File: src/rtl/collision_scan_ctrl.sv
// collision_scan_ctrl
//
// Purpose:
//   Sequential collision scheduler. On an accepted start it latches the
//   doodle position. It then walks every platform slot, one per cycle,
//   through a single read port on the block table, which has a one-cycle
//   read latency. Each returned entry goes through one shared comparator.
//   When the walk finishes, the block reports the winning hit with a
//   one-cycle done pulse.
//
// Ports:
//   clk, rst_n      - clock (rising edge) and asynchronous active-low reset
//   start           - scan request, only honoured while idle
//   doodleX/Y       - doodle position, captured when start is accepted
//   rd_en, rd_addr  - read strobe and slot index towards the block table
//   rd_x/y, rd_active - table data for the slot addressed one cycle earlier
//   busy            - scan in progress (acceptance through cycle before done)
//   done            - one-cycle pulse, results valid from this cycle
//   hasCollide      - last completed scan found a hit
//   collisionX/Y    - block coordinates of the winning slot
//   collisionIndex  - index of the winning slot

module collision_scan_ctrl #(
    parameter int SCREEN_WIDTH  = 400,
    parameter int SCREEN_HEIGHT = 700,
    parameter int BLOCK_WIDTH   = 40,
    parameter int BLOCK_HEIGHT  = 5,
    localparam int COUNT_BLOCKS = (SCREEN_WIDTH / BLOCK_WIDTH) * (SCREEN_HEIGHT / BLOCK_HEIGHT),
    localparam int IDX_W_RAW    = $clog2(COUNT_BLOCKS),
    localparam int IDX_W        = (IDX_W_RAW < 1) ? 1 : IDX_W_RAW
) (
    input  logic             clk,
    input  logic             rst_n,
    input  logic             start,
    input  logic [31:0]      doodleX,
    input  logic [31:0]      doodleY,
    output logic             rd_en,
    output logic [IDX_W-1:0] rd_addr,
    input  logic [31:0]      rd_x,
    input  logic [31:0]      rd_y,
    input  logic             rd_active,
    output logic             busy,
    output logic             done,
    output logic             hasCollide,
    output logic [31:0]      collisionX,
    output logic [31:0]      collisionY,
    output logic [IDX_W-1:0] collisionIndex
);

    localparam logic [IDX_W-1:0] LAST_IDX = IDX_W'(COUNT_BLOCKS - 1);

    typedef enum logic [1:0] {
        IDLE  = 2'd0,
        SCAN  = 2'd1,
        DRAIN = 2'd2,
        DONE  = 2'd3
    } state_t;

    state_t state, next_state;

    logic [IDX_W-1:0] counter;
    logic [31:0]      lat_x, lat_y;

    // Compare-stage pipeline tag: marks the cycle in which table data is
    // valid, and records which slot that data belongs to.
    logic             cmp_valid;
    logic [IDX_W-1:0] cmp_idx;

    // Working hit registers, accumulated during the scan.
    logic             work_hit;
    logic [31:0]      work_x, work_y;
    logic [IDX_W-1:0] work_idx;

    logic             slot_hit;
    logic [32:0]      x_right;
    logic             work_hit_nx;
    logic [31:0]      work_x_nx, work_y_nx;
    logic [IDX_W-1:0] work_idx_nx;

    // State register.
    always_ff @(posedge clk or negedge rst_n) begin
        if (!rst_n) begin
            state <= IDLE;
        end else begin
            state <= next_state;
        end
    end

    // Next-state and control outputs. The last scan cycle is the one in
    // which the final slot address is issued. DRAIN then waits one cycle
    // for that slot's data to come back from the table.
    always_comb begin
        next_state = state;
        rd_en      = 1'b0;
        busy       = 1'b0;
        done       = 1'b0;
        case (state)
            IDLE: begin
                if (start) next_state = SCAN;
            end
            SCAN: begin
                rd_en = 1'b1;
                busy  = 1'b1;
                if (counter == LAST_IDX) next_state = DRAIN;
            end
            DRAIN: begin
                busy       = 1'b1;
                next_state = DONE;
            end
            DONE: begin
                done       = 1'b1;
                next_state = IDLE;
            end
            default: next_state = IDLE;
        endcase
    end

    assign rd_addr = counter;

    // Shared comparator. The right edge of the block is formed at 33 bits,
    // so a block near the top of the coordinate range does not wrap around.
    // Later hits overwrite earlier ones, so the highest index wins.
    always_comb begin
        x_right     = {1'b0, rd_x} + 33'(BLOCK_WIDTH);
        slot_hit    = cmp_valid && rd_active && (rd_y == lat_y) &&
                      (lat_x >= rd_x) && ({1'b0, lat_x} <= x_right);
        work_hit_nx = work_hit;
        work_x_nx   = work_x;
        work_y_nx   = work_y;
        work_idx_nx = work_idx;
        if (slot_hit) begin
            work_hit_nx = 1'b1;
            work_x_nx   = rd_x;
            work_y_nx   = rd_y;
            work_idx_nx = cmp_idx;
        end
    end

    // Datapath: address counter, doodle latch, compare pipeline, working
    // registers and result registers. Results are loaded on the edge that
    // leaves DRAIN. That way they first show up in the same cycle as done,
    // and they include the last slot's comparison.
    always_ff @(posedge clk or negedge rst_n) begin
        if (!rst_n) begin
            counter        <= '0;
            lat_x          <= '0;
            lat_y          <= '0;
            cmp_valid      <= 1'b0;
            cmp_idx        <= '0;
            work_hit       <= 1'b0;
            work_x         <= '0;
            work_y         <= '0;
            work_idx       <= '0;
            hasCollide     <= 1'b0;
            collisionX     <= '0;
            collisionY     <= '0;
            collisionIndex <= '0;
        end else begin
            cmp_valid <= rd_en;
            cmp_idx   <= rd_addr;

            if (state == IDLE) begin
                if (start) begin
                    lat_x    <= doodleX;
                    lat_y    <= doodleY;
                    counter  <= '0;
                    work_hit <= 1'b0;
                    work_x   <= '0;
                    work_y   <= '0;
                    work_idx <= '0;
                end
            end else begin
                work_hit <= work_hit_nx;
                work_x   <= work_x_nx;
                work_y   <= work_y_nx;
                work_idx <= work_idx_nx;
            end

            if (state == SCAN) begin
                counter <= (counter == LAST_IDX) ? '0 : counter + IDX_W'(1);
            end

            if (state == DRAIN) begin
                hasCollide     <= work_hit_nx;
                collisionX     <= work_x_nx;
                collisionY     <= work_y_nx;
                collisionIndex <= work_idx_nx;
            end
        end
    end

endmodule

File: config.mk
export PLATFORM = sky130hd
export DESIGN_NAME = collision_scan_ctrl
export DESIGN_NICKNAME = d
export VERILOG_FILES = /design/src/rtl/collision_scan_ctrl.sv
export SDC_FILE = /design/constraint.sdc
export NUM_CORES = 1
export LEC_CHECK = 0
export ABC_AREA = 1
export CORE_ASPECT_RATIO = 0.5
export CORE_MARGIN = 8
export CORE_UTILIZATION = 54
export DETAILED_ROUTE_END_ITERATION = 12
export PLACE_DENSITY = 0.81
export SYNTH_ARGS = -nofsm -noshare
export SYNTH_HDL_FRONTEND = slang
export SYNTH_SLANG_ARGS = --single-unit
File: constraint.sdc
create_clock -name clk -period 2.8 [get_ports clk]
set_input_delay 0.56 -clock clk [delete_from_list [all_inputs] [get_ports clk]]
set_output_delay 0.56 -clock clk [all_outputs]
set_load 0.005 [all_outputs]
Word-level counts from Yosys, hierarchy flattened:

Cells that the tools add are included.

* output and inout bits: 90
* register bits after elaboration: 241
* logic and storage cells: 56

* equality and inequality tests: 7
* magnitude comparators: 2
* reduce and logical (&&, ||, !) cells: 11
* $add $sub $neg: 2
* muxes and demuxes: 20

Operator list (count)
* two-way mux 32 bit: 5
* two-way mux 11 bit: 6
* adder 32 x 6 -> 33 bit (second input constant): 1
* <= comparator 32 x 33 -> 1 bit: 1
* equality test 32 bit: 1
* >= comparator 32 bit: 1
* adder 11 x 1 -> 11 bit (second input constant): 1
* equality test 11 bit (second input constant): 1
* case mux 2 bit (4 select lines): 1
* two-way mux 1 bit: 6
* AND reduction 2 bit: 3
* equality test 2 bit (second input constant): 2
* logical AND 1 bit: 4
* two-way mux 2 bit: 2
* nonzero test 2 bit: 2
* equality test 2 x 1 -> 1 bit (second input constant): 1
* logical NOT 2 bit: 1
* inequality test 2 x 1 -> 1 bit (second input constant): 1
* inequality test 2 bit (second input constant): 1
* OR reduction 2 bit: 1

Depth between registers and ports, before layout:

* word-level depth: 6
* depth in mapped cells: 30
* depth with buffers taken out: 28

Worst setup path before layout:

OpenSTA, ideal clock, no wires.

* path type: input to register
* start: input port rd_x[3]
* end: register collisionX[0]
* arrival time: 3.272 ns
* stages on the path: 23
* setup time: 0.118 ns
* data required time: 2.682 ns
* slack: -0.590 ns
* buffers on the path: 2
* path through: ha_1 -> nor2_1 -> nor2_1 -> nand3_1 -> nor2_2 -> nand4_1 -> inv_1 -> nand2_1 -> nor2_1 -> nand4_1 -> xor2_1 -> inv_1 -> ha_1 -> nand4_1 -> nor3_1 -> nand2_1 -> nand3b_1 -> nand2_2 -> buf_6 -> buf_2 -> nand4_1 -> nand3_1 -> nand2_1

* word-level cells in the longest chain between the ends: 4

RTL lines
* from (decl): line 39 `input logic [31:0] rd_x,`
* adder 32 x 6 -> 33 bit / >= comparator 32 bit (equally long branches): line 124, 126
* <= comparator 32 x 33 -> 1 bit / logical AND 1 bit (equally long branches): line 126, 125
* logical AND 1 bit *: line 126 `(lat_x >= rd_x) && ({1'b0, lat_x} <= x_right);`
* two-way mux 32 bit *: line 131 `if (slot_hit) begin`
* to (signal assigned): line 185 `collisionX <= work_x_nx;`
* to (decl): line 45 `output logic [31:0] collisionX,`

Every way passes the cells marked *; elsewhere a longest branch is shown, timed or not.
A chain may end at the register's enable or synchronous reset.

Final worst setup path:

* start: input port rd_x[4]
* end: register work_y[31]

* word-level cells in the longest chain between the ends: 5

RTL lines
* adder 32 x 6 -> 33 bit / >= comparator 32 bit (equally long branches): line 124, 126
* <= comparator 32 x 33 -> 1 bit / logical AND 1 bit (equally long branches): line 126, 125
* logical AND 1 bit *: line 126
* two-way mux 32 bit *: line 131
* two-way mux 32 bit *: line 162 `if (state == IDLE) begin`
* to (signal assigned): line 175 `work_y <= work_y_nx;`
* to (decl): line 71 `logic [31:0] work_x, work_y;`

Marks and branches as above.

==> results_dict.tcl <==
set metrics [dict create \
    status "finished with violations" \
    failed_checks "negative setup slack" \
    hold_ws_ns 0.423 \
    die_y_um 127 \
    wl_per_cell_um 19.5 \
    dr_total_vias 14000 \
    avgSynthCellArea_um2 7.57 \
    hold_path_depth 0 \
    power.density_nw_per_um2 716 \
    yosys_warnings 0 \
    drive_gt1_share_pct 17.7 \
    cts_tree "done" \
    seq_area_frac_synth_pct 45.1 \
    finalHoldViolations 0 \
    worstMarginPinSlew_ns 0.635 \
    slew_viol_final 0 \
    synth_cells 1764 \
    ant_nets 0 \
    path_clk_slew_ns 0.07 \
    reg2reg_slack_ns 0.02 \
    critPathArrivalTime_ns 3.97 \
    drtIter0Drc 1470 \
    synthTopCellsByArea "dfrtp_1 45%, nand2_1 19%, inv_1 6.3%" \
    firstDrtPassIters 5 \
    place_congestion 0.931 \
    layout-area-overhead-vs-synth_pct 42.4 \
    tns_ns -89.86 \
    clock-skew-final_ns 0.0317 \
    io-pin-count 222 \
    start_util_pct 55.4 \
    holdPathEnd "cmp_idx[10]" \
    power.total_w 0.0136 \
    ys_ff_latch 241 \
    synth_common_cells "662 x nand2_1, 241 x dfrtp_1, 225 x inv_1" \
    synth_top_cell_area_share_pct 45.1 \
    first_global_vias 14000 \
    crit_fanout 8 \
    ys.flop_type "dfrtp_1" \
    max_freq_mhz 287 \
    viasPerCell 5.70 \
    synth_cell_types 35 \
    core_um2 24100 \
    r2r-end "work_x[21]" \
    worst-setup-path-type "in -> reg" \
    synth_area_leader_cell "dfrtp_1" \
    netlist_area_um2 13400 \
    cpMaxStageDelayCell "ha_1" \
    antenna_found_initial 9 \
    synth-edff-count 0 \
    period_minus_slack_ns 3.49 \
    instances_no_fill 2453 \
    crit_top_cell "nor2_4" \
    grt_max_degree 77 \
    placed_cells 2359 \
    setup_ws_ns -0.685 \
    maxCapViolCount 0 \
    gr-total-overflow 0 \
    numCtsBuffers 22 \
    syn_nets 1963 \
    clkLatencyLatePin_ns 0.56 \
    dpl_cell_area_um2 16800 \
    synth_most_common_cell "nand2_1" \
    vdd_drop_max_mv 0.643 \
    grt_pass1_wl_um 72500 \
    relSlewSlack_pct 57.7 \
    die-width_um 238 \
    p_leak_nw 9.86 \
    rows 40 \
    timing.final.crit_share_pct 124 \
    cts.sinks 241 \
    cts_root_buf "clkbuf_16" \
    finalSetupViolations 152 \
    r2r_cells 14 \
    drc 0 \
    fp.dieArea_um2 30300 \
    end_kind "flop" \
    worst_setup_path_start_kind "input port" \
    grtUsageTotal_pct 29.6 \
    dp_hpwl_um 27700 \
    fin_area_um2 19000 \
    cpPeakStageDelay_ns 0.27 \
    port-buffer-count 221 \
    synthArstFlopShare_pct 100 \
    min-delay-start "rd_addr[10]" \
    grt_setup_unrepaired "yes" \
    worstReg2RegStart "lat_x[29]" \
    clockBufferDepth 3 \
    wl_um 47900 \
    hold_path.class "reg -> reg" \
    finalNetCount 2292 \
    worstPathRequired_ns 3.28 \
    cts_max_level 1 \
]
==> metrics by stage <==
stage,utilization (%),setup WS [ns]
2_1_floorplan,-,-0.521
3_3_place_gp,69.4,-1.37
3_5_place_dp,69.4,-1.50
4_1_cts,77.4,-0.451
5_1_grt,78.8,-0.837
6_report,78.8,-0.685
==> routing by layer <==
layer | wire length, µm | vias to the layer above | global-route usage [%]
met5 | 0 | - | 0
met2 | 22900 | 756 | 50.0
met1 | 18200 | 6758 | 36.2
met4 | 2260 | 0 | 12.9
met3 | 4490 | 187 | 6.55
li1 | - | 6271 | -
==> cells in the final DEF, fill, tap and decap left out, drive strengths merged <==
cell type	n
xnor2	7
xor2	35
clkbuf	39
dlygate4sd3	1
clkinvlp	1
ha	67
dfrtp	241
o21a	2
nand4	90
clkdlybuf4s50	199
clkinv	6
a22o	1
bufinv	1
nand3b	2
o31ai	1
nor2	56
buf	161
dlygate4sd2	8
a21oi	30
nor3	20
inv	229
nand3	169
a31oi	2
nor4	3
o21bai	1
clkdlybuf4s15	3
dlymetal6s2s	1
a21o	3
o22ai	6
nand2	686
o21ai	36
diode	9
bufbuf	1
==> how the worst max path moves through the flow <==
stage                  start              to  slack, ns  cells past startpoint
floorplan            rd_x[3]   collisionX[0]      -0.52                     28
global placement     rd_x[3]   collisionY[3]      -1.37                     28
detailed placement   rd_x[3]       work_y[4]      -1.50                     28
CTS                  rd_x[4]  collisionY[25]      -0.45                     32
global route        rd_x[15]  collisionY[24]      -0.84                     25
finish               rd_x[4]      work_y[31]      -0.69                     28
==> what timing repair did <==
| action | 4_1_cts | 5_1_grt |
|---|---|---|
| hold endpoints to repair | 68 | 0 |
| pin swaps | 121 | 117 |
| setup buffers | 24 | 7 |
| endpoints found under the setup margin | 152 | 152 |
| hold buffers | 1 | 0 |
| gates resized for setup | 183 | 65 |
| cloned | 16 | 5 |
==> flip-flops by register name (all words and copies together), names as in the netlist, 32 cells and up <==
register	count
lat_y	32
lat_x	32
work_y	32
work_x	32
collisionX	32
collisionY	32
==> where the power goes <==
part           internal [W]  switching (W)  total (W)
combinational       0.00228        0.00363    0.00591
clock               0.00169        0.00144    0.00313
sequential          0.00405       0.000522    0.00457
==> critical path, delay by kind of cell <==
kind                       cells  cell delay (ns)
xor gates and xnor gates       1             0.17
and+or+nand+nor               17             1.83
buffers and inverters          7             0.84
adders and majority gates      2             0.41
AOI/OAI and AO/OA              1             0.13
==> logic make-up (layout without fill, tap and decap cells) <==
logic type               count (synthesis)  in the layout  share of synthesized area [%]
adder cells (fa/ha/maj)                 67             67                           6.27
AO/OA/AOI/OAI                           82             82                           3.33
AND/OR/NAND/NOR                       1026           1026                           33.3
other                                    0              9                              0
XOR/XNOR                                42             42                           2.75
flip-flops                             241            241                           45.1
buffers and inverters                  306            650                           9.20
==> area by class of cell <==
cell class              count  area (µm²)
clock inverters             9         101
diodes                      9        22.5
multi-input cells        1217        6840
inverters                 228         856
fillers                  1525        5100
flip-flops and latches    241        6030
well taps                 336         420
clock buffers              30         631
repair buffers            383        4120
Note: power is estimated with default switching activity, not from simulation.
==> edit 1 (same settings) <==
Set the parameter `BLOCK_HEIGHT` to 6 (it was 5).
--- a/src/rtl/collision_scan_ctrl.sv
+++ b/src/rtl/collision_scan_ctrl.sv
@@ -24,7 +24,7 @@
     parameter int SCREEN_WIDTH  = 400,
     parameter int SCREEN_HEIGHT = 700,
     parameter int BLOCK_WIDTH   = 40,
-    parameter int BLOCK_HEIGHT  = 5,
+    parameter int BLOCK_HEIGHT  = 6,
     localparam int COUNT_BLOCKS = (SCREEN_WIDTH / BLOCK_WIDTH) * (SCREEN_HEIGHT / BLOCK_HEIGHT),
     localparam int IDX_W_RAW    = $clog2(COUNT_BLOCKS),
     localparam int IDX_W        = (IDX_W_RAW < 1) ? 1 : IDX_W_RAW
Function: no difference found for any inputs over 10 cycles, from zero or initial values and one cycle with rst_n low; that may be too few to reach the edited logic, so the function may still have changed.
==> edit 1 against the original RTL <==
The flow still finishes with violations (negative setup slack); count of clock-buffer cells in the layout shrank 2; worst setup slack improved by 140 ps; non-clock buffer count decreased by 3; cell area down 3.5%; power fell by 8.3%; maximum frequency increased by 4.0%; die area fell by 0.51%; synthesized area fell by 0.56%; routed wire length down 14%; sequential power shrank 0.9%; register-to-register slack gained 70 ps; highest routed layer unchanged; sequential cell count unchanged.
==> edit 1: results <==
{
  "routedWlPerCell_um": 17.0,
  "status": "finished with violations",
  "drive_gt1_share_pct": 16.4,
  "finClkSkew_ps": 16.7,
  "syn-num-nets": 1961,
  "gp_congestion": 0.906,
  "power.leakage_nw": 9.65,
  "startpoint": "rd_x[3]",
  "synth-seq-area-share_pct": 45.4,
  "final.setup.worst_slack_ps": -550,
  "fillerInstances": 1738,
  "drtIter0Drc": 1167,
  "dp_hpwl_um": 27700,
  "synth.distinct_cells": 37,
  "vias_per_cell": 5.35,
  "grt_pass1_vias": 13000,
  "tns_ps": -72480,
  "wl_met2_um": 20000,
  "grt_max_degree": 79,
  "r2r_setup_slack_ps": 90,
  "drt-pass1-iter-count": 6,
  "p_switching_mw": 4.94,
  "r2r-end": "work_x[6]",
  "peakVddDrop_uv": 782,
  "num-nets-final": 2287,
  "clock_latency_ps": 530,
  "track_usage_pct": 26.5,
  "synth.top_cells.by_count": "nand2_1 (662), dfrtp_1 (241), inv_1 (222), nand3_1 (169), nand4_1 (95)",
  "worst_pin_slew_ps": 610,
  "wl_met3_um": 2940,
  "failed_checks": "negative setup slack",
  "setup_violations": 152
}
==> edit 1: power by group through the flow <==
| stage | registers, mW | logic, mW | clock network, mW |
|---|---|---|---|
| after CTS | 4.52 | 4.85 | 3.01 |
| after global routing | 4.59 | 5.50 | 3.14 |
| after detailed placement | 4.58 | 4.63 | 0 |
| after global placement | 4.55 | 4.57 | 0 |
| after floorplan | 4.42 | 2.76 | 0 |
| final | 4.53 | 4.99 | 2.96 |
==> edit 1: worst max path at each step <==
stage                        endpoint  slack [ps]  cells past startpoint
finish                  collisionY[1]        -550                     26
global route               work_y[29]        -780                     27
CTS                 collisionIndex[7]        -410                     32
detailed placement      collisionY[1]       -1540                     24
global placement           work_y[13]       -1430                     23
floorplan              collisionX[13]        -530                     26
==> edit 1: worst max-delay path, stage by stage <==
cell,delay [ps]
buf_8,80
ha_4,140
nor2_4,40
nor2_2,120
nand2_2,90
nor2_4,140
nand2_2,100
buf_6,140
nor4_4,120
buf_4,160
nand4_1,80
xor2_1,160
inv_1,90
ha_4,270
nand2_2,50
nor2_4,120
nand4_1,110
nor3_1,180
nand4_1,160
nand2_4,150
buf_6,130
buf_12,130
buf_12,130
nand4_1,170
nand3_2,100
nand2_1,60
==> edit 1: area by class of cell <==
class / instances / area [µm²] / share of cell area (%)
flip-flops and latches: 241 / 6030 / 32.8
clock inverters: 10 / 86.3 / 0.470
inverters: 230 / 863 / 4.70
well taps: 336 / 420 / 2.29
diodes: 1 / 2.50 / 0.0136
clock buffers: 28 / 593 / 3.23
repair buffers: 380 / 3740 / 20.4
multi-input cells: 1213 / 6620 / 36.1
==> edit 1: through the flow <==
step	instance area, µm²	instances	hold WS, ps	worst slack (ps)
2_1_floorplan	13300	1762	264	-532
3_3_place_gp	16900	2376	392	-1430
3_5_place_dp	16900	2376	409	-1540
4_1_cts	18100	2434	31.5	-415
5_1_grt	18400	2438	53.5	-781
6_report	18400	2439	9.35	-550
==> edit 1: logic make-up after synthesis <==
logic type,count (synthesis),share of synthesized area (%)
simple gates,1025,33.1
flops,241,45.4
fa+ha+maj,67,6.31
compound gates,79,3.24
xor+xnor,42,2.77
buf+inv,308,9.15
==> edit 1: repair_timing <==
item	CTS	global route
gates resized for setup	133	65
hold buffers	0	0
hold endpoints to repair	0	0
gates cloned	4	2
setup buffers	16	6
endpoints found under the setup margin	152	152
pin swaps	64	77
==> edit 1: metal layers <==
metal / track usage [%] / vias up
met1: 32.9 / 6200
met4: 9.37 / 0
met2: 45.7 / 515
li1: - / 6237
met3: 5.36 / 102
met5: 0 / -
==> edit 2 (same flow settings) <==
Without the edit above. Encoding of `state_t`: now one-hot (4 bits for 4 states).
--- a/src/rtl/collision_scan_ctrl.sv
+++ b/src/rtl/collision_scan_ctrl.sv
@@ -49,11 +49,11 @@
 
     localparam logic [IDX_W-1:0] LAST_IDX = IDX_W'(COUNT_BLOCKS - 1);
 
-    typedef enum logic [1:0] {
-        IDLE  = 2'd0,
-        SCAN  = 2'd1,
-        DRAIN = 2'd2,
-        DONE  = 2'd3
+    typedef enum logic [3:0] {
+        IDLE  = 4'b0001,
+        SCAN  = 4'b0010,
+        DRAIN = 4'b0100,
+        DONE  = 4'b1000
     } state_t;
 
     state_t state, next_state;
Function: same outputs for any inputs over 10 cycles, from zero or initial values and one cycle with rst_n low; not proved beyond that.
==> edit 2 against the original RTL <==
The run still ends with negative setup slack left; core utilization decreased by 2.1 points; synthesized area down 1.1%; final cell count down 1.7%; power rose by 7.5%; cell area down 3.1%; synthesized cell count shrank 0.34%; register-to-register slack improved by 250 ps; sequential cell count grew 2; routed wire length fell by 13%; critical path depth shrank 2; worst setup slack better by 190 ps; clock skew shrank 22 ps; largest cell class unchanged; largest power group unchanged.
==> edit 2: results <==
{
  "status": "finished with violations",
  "failed_checks": "negative setup slack",
  "critical_path.max_fanout": 6,
  "fillerInstances": 1683,
  "r2r-start": "lat_x[11]",
  "r2r_setup_slack_ps": 270,
  "p_switching_mw": 5.47,
  "synth.distinct_cells": 37,
  "cts-buffers-inserted": 23,
  "grt_pass1_wl_um": 66700,
  "gp_congestion": 0.901,
  "routedWlPerCell_um": 17.2,
  "synth.top_cells.by_count": "nand2_1 (657), nand3_1 (245), dfrtp_1 (242), inv_1 (218), nor2_1 (64)",
  "drive_gt1_share_pct": 17.9,
  "finClkSkew_ps": 9.81,
  "setup_violations": 152,
  "synthCells": 1758,
  "p_per_area_nw_per_um2": 794,
  "syn-num-nets": 1953,
  "cp.arrival_ps": 3770,
  "dp_hpwl_um": 27600,
  "synthTopCellsByArea": "dfrtp_1 (46%), nand2_1 (19%), nand3_1 (9.3%), inv_1 (6.2%), ha_1 (6.0%)",
  "track_usage_pct": 26.9,
  "drtIter0Drc": 1127,
  "dp.cells": 2344,
  "reg2regPathDepth": 16,
  "clock_latency_ps": 540,
  "final.setup.worst_slack_ps": -497,
  "pre_cts_ws_ps": -1530,
  "pg_comb_mw": 5.85,
  "clkPwrFrac_pct": 23.5,
  "finalNonFillerCells": 2412,
  "hold_path_end": "cmp_idx[5]",
  "min_from": "rd_addr[5]",
  "vias": 12900,
  "peakVddDrop_uv": 684,
  "r2r-end": "work_x[22]",
  "hold_viol": 0,
  "power.leakage_nw": 9.42,
  "antenna_found_initial": 4
}
==> edit 2: changes by cell type after synthesis, sizes merged, moves of 5 or more <==
cell,change
nor4,+5
inv,-5
nand3,+77
nor2,+10
nand4,-76
xor2,-5
buf,-9
==> edit 2: worst max path at each step <==
stage | from | end | slack [ps] | cells past startpoint
3_5_place_dp | rd_x[3] | work_idx[5] | -1530 | 26
2_1_floorplan | rd_x[3] | collisionX[0] | -590 | 28
4_1_cts | rd_x[4] | work_y[5] | -470 | 25
5_1_grt | rd_x[3] | collisionY[4] | -730 | 31
6_report | rd_x[15] | collisionY[4] | -500 | 26
3_3_place_gp | rd_x[3] | collisionIndex[10] | -1450 | 27
==> edit 2: critical path: stages <==
cell	delay [ps]
dlygate4sd2_1	270
inv_2	60
nor3_2	210
nand2_1	120
nor2_4	140
nand4_1	130
nor4_1	270
buf_4	170
xor2_1	150
ha_1	270
nand2_2	100
inv_2	50
nand2_1	60
nand2_1	60
nand2_1	70
nand3_1	60
nand2_1	80
nand2_2	60
nand2_4	80
nand3_4	130
buf_12	160
buf_12	120
buf_12	140
nand2_2	80
nand3_2	70
nand2_2	90
==> edit 2: cell type report <==
| class | count | area [µm²] | share of cell area, % |
|---|---|---|---|
| multi-input cells | 1220 | 6740 | 36.5 |
| repair buffers | 362 | 3540 | 19.2 |
| diodes | 4 | 10.0 | 0.0543 |
| clock inverters | 11 | 144 | 0.780 |
| flip-flops and latches | 243 | 6080 | 33.0 |
| well taps | 315 | 394 | 2.14 |
| inverters | 226 | 848 | 4.60 |
| clock buffers | 31 | 676 | 3.66 |
==> edit 2: cells by family after synthesis <==
logic type / after synthesis / synth area share, %
flip-flops: 243 / 46.0
buffers and inverters: 295 / 8.88
adder cells (fa/ha/maj): 63 / 5.97
AND/OR/NAND/NOR: 1039 / 33.2
XOR/XNOR: 39 / 2.59
AO/OA/AOI/OAI: 79 / 3.30
==> edit 2: layer usage <==
layer / GRT usage (%) / part of all wire (%) / vias up
met5: 0 / 0 / -
met4: 11.2 / 3.8 / 0
met3: 4.78 / 6.3 / 109
met2: 45.9 / 48 / 453
met1: 33.7 / 42 / 6180
li1: - / - / 6150
==> edit 2: timing repair <==
action / in CTS / in global routing
endpoints found under the setup margin: 152 / 153
hold buffers: 1 / 0
cloned: 4 / 2
buffers inserted: 16 / 3
resized for setup: 145 / 67
pin swaps: 56 / 65
endpoints found under the hold margin: 48 / 0
==> edit 2: stage by stage <==
stage | setup TNS (ps) | cell area (µm²)
detailed placement | -218230 | 16700
global route | -101270 | 18400
global placement | -207280 | 16700
CTS | -62080 | 18200
floorplan | -80630 | 13400
finish | -62230 | 18400
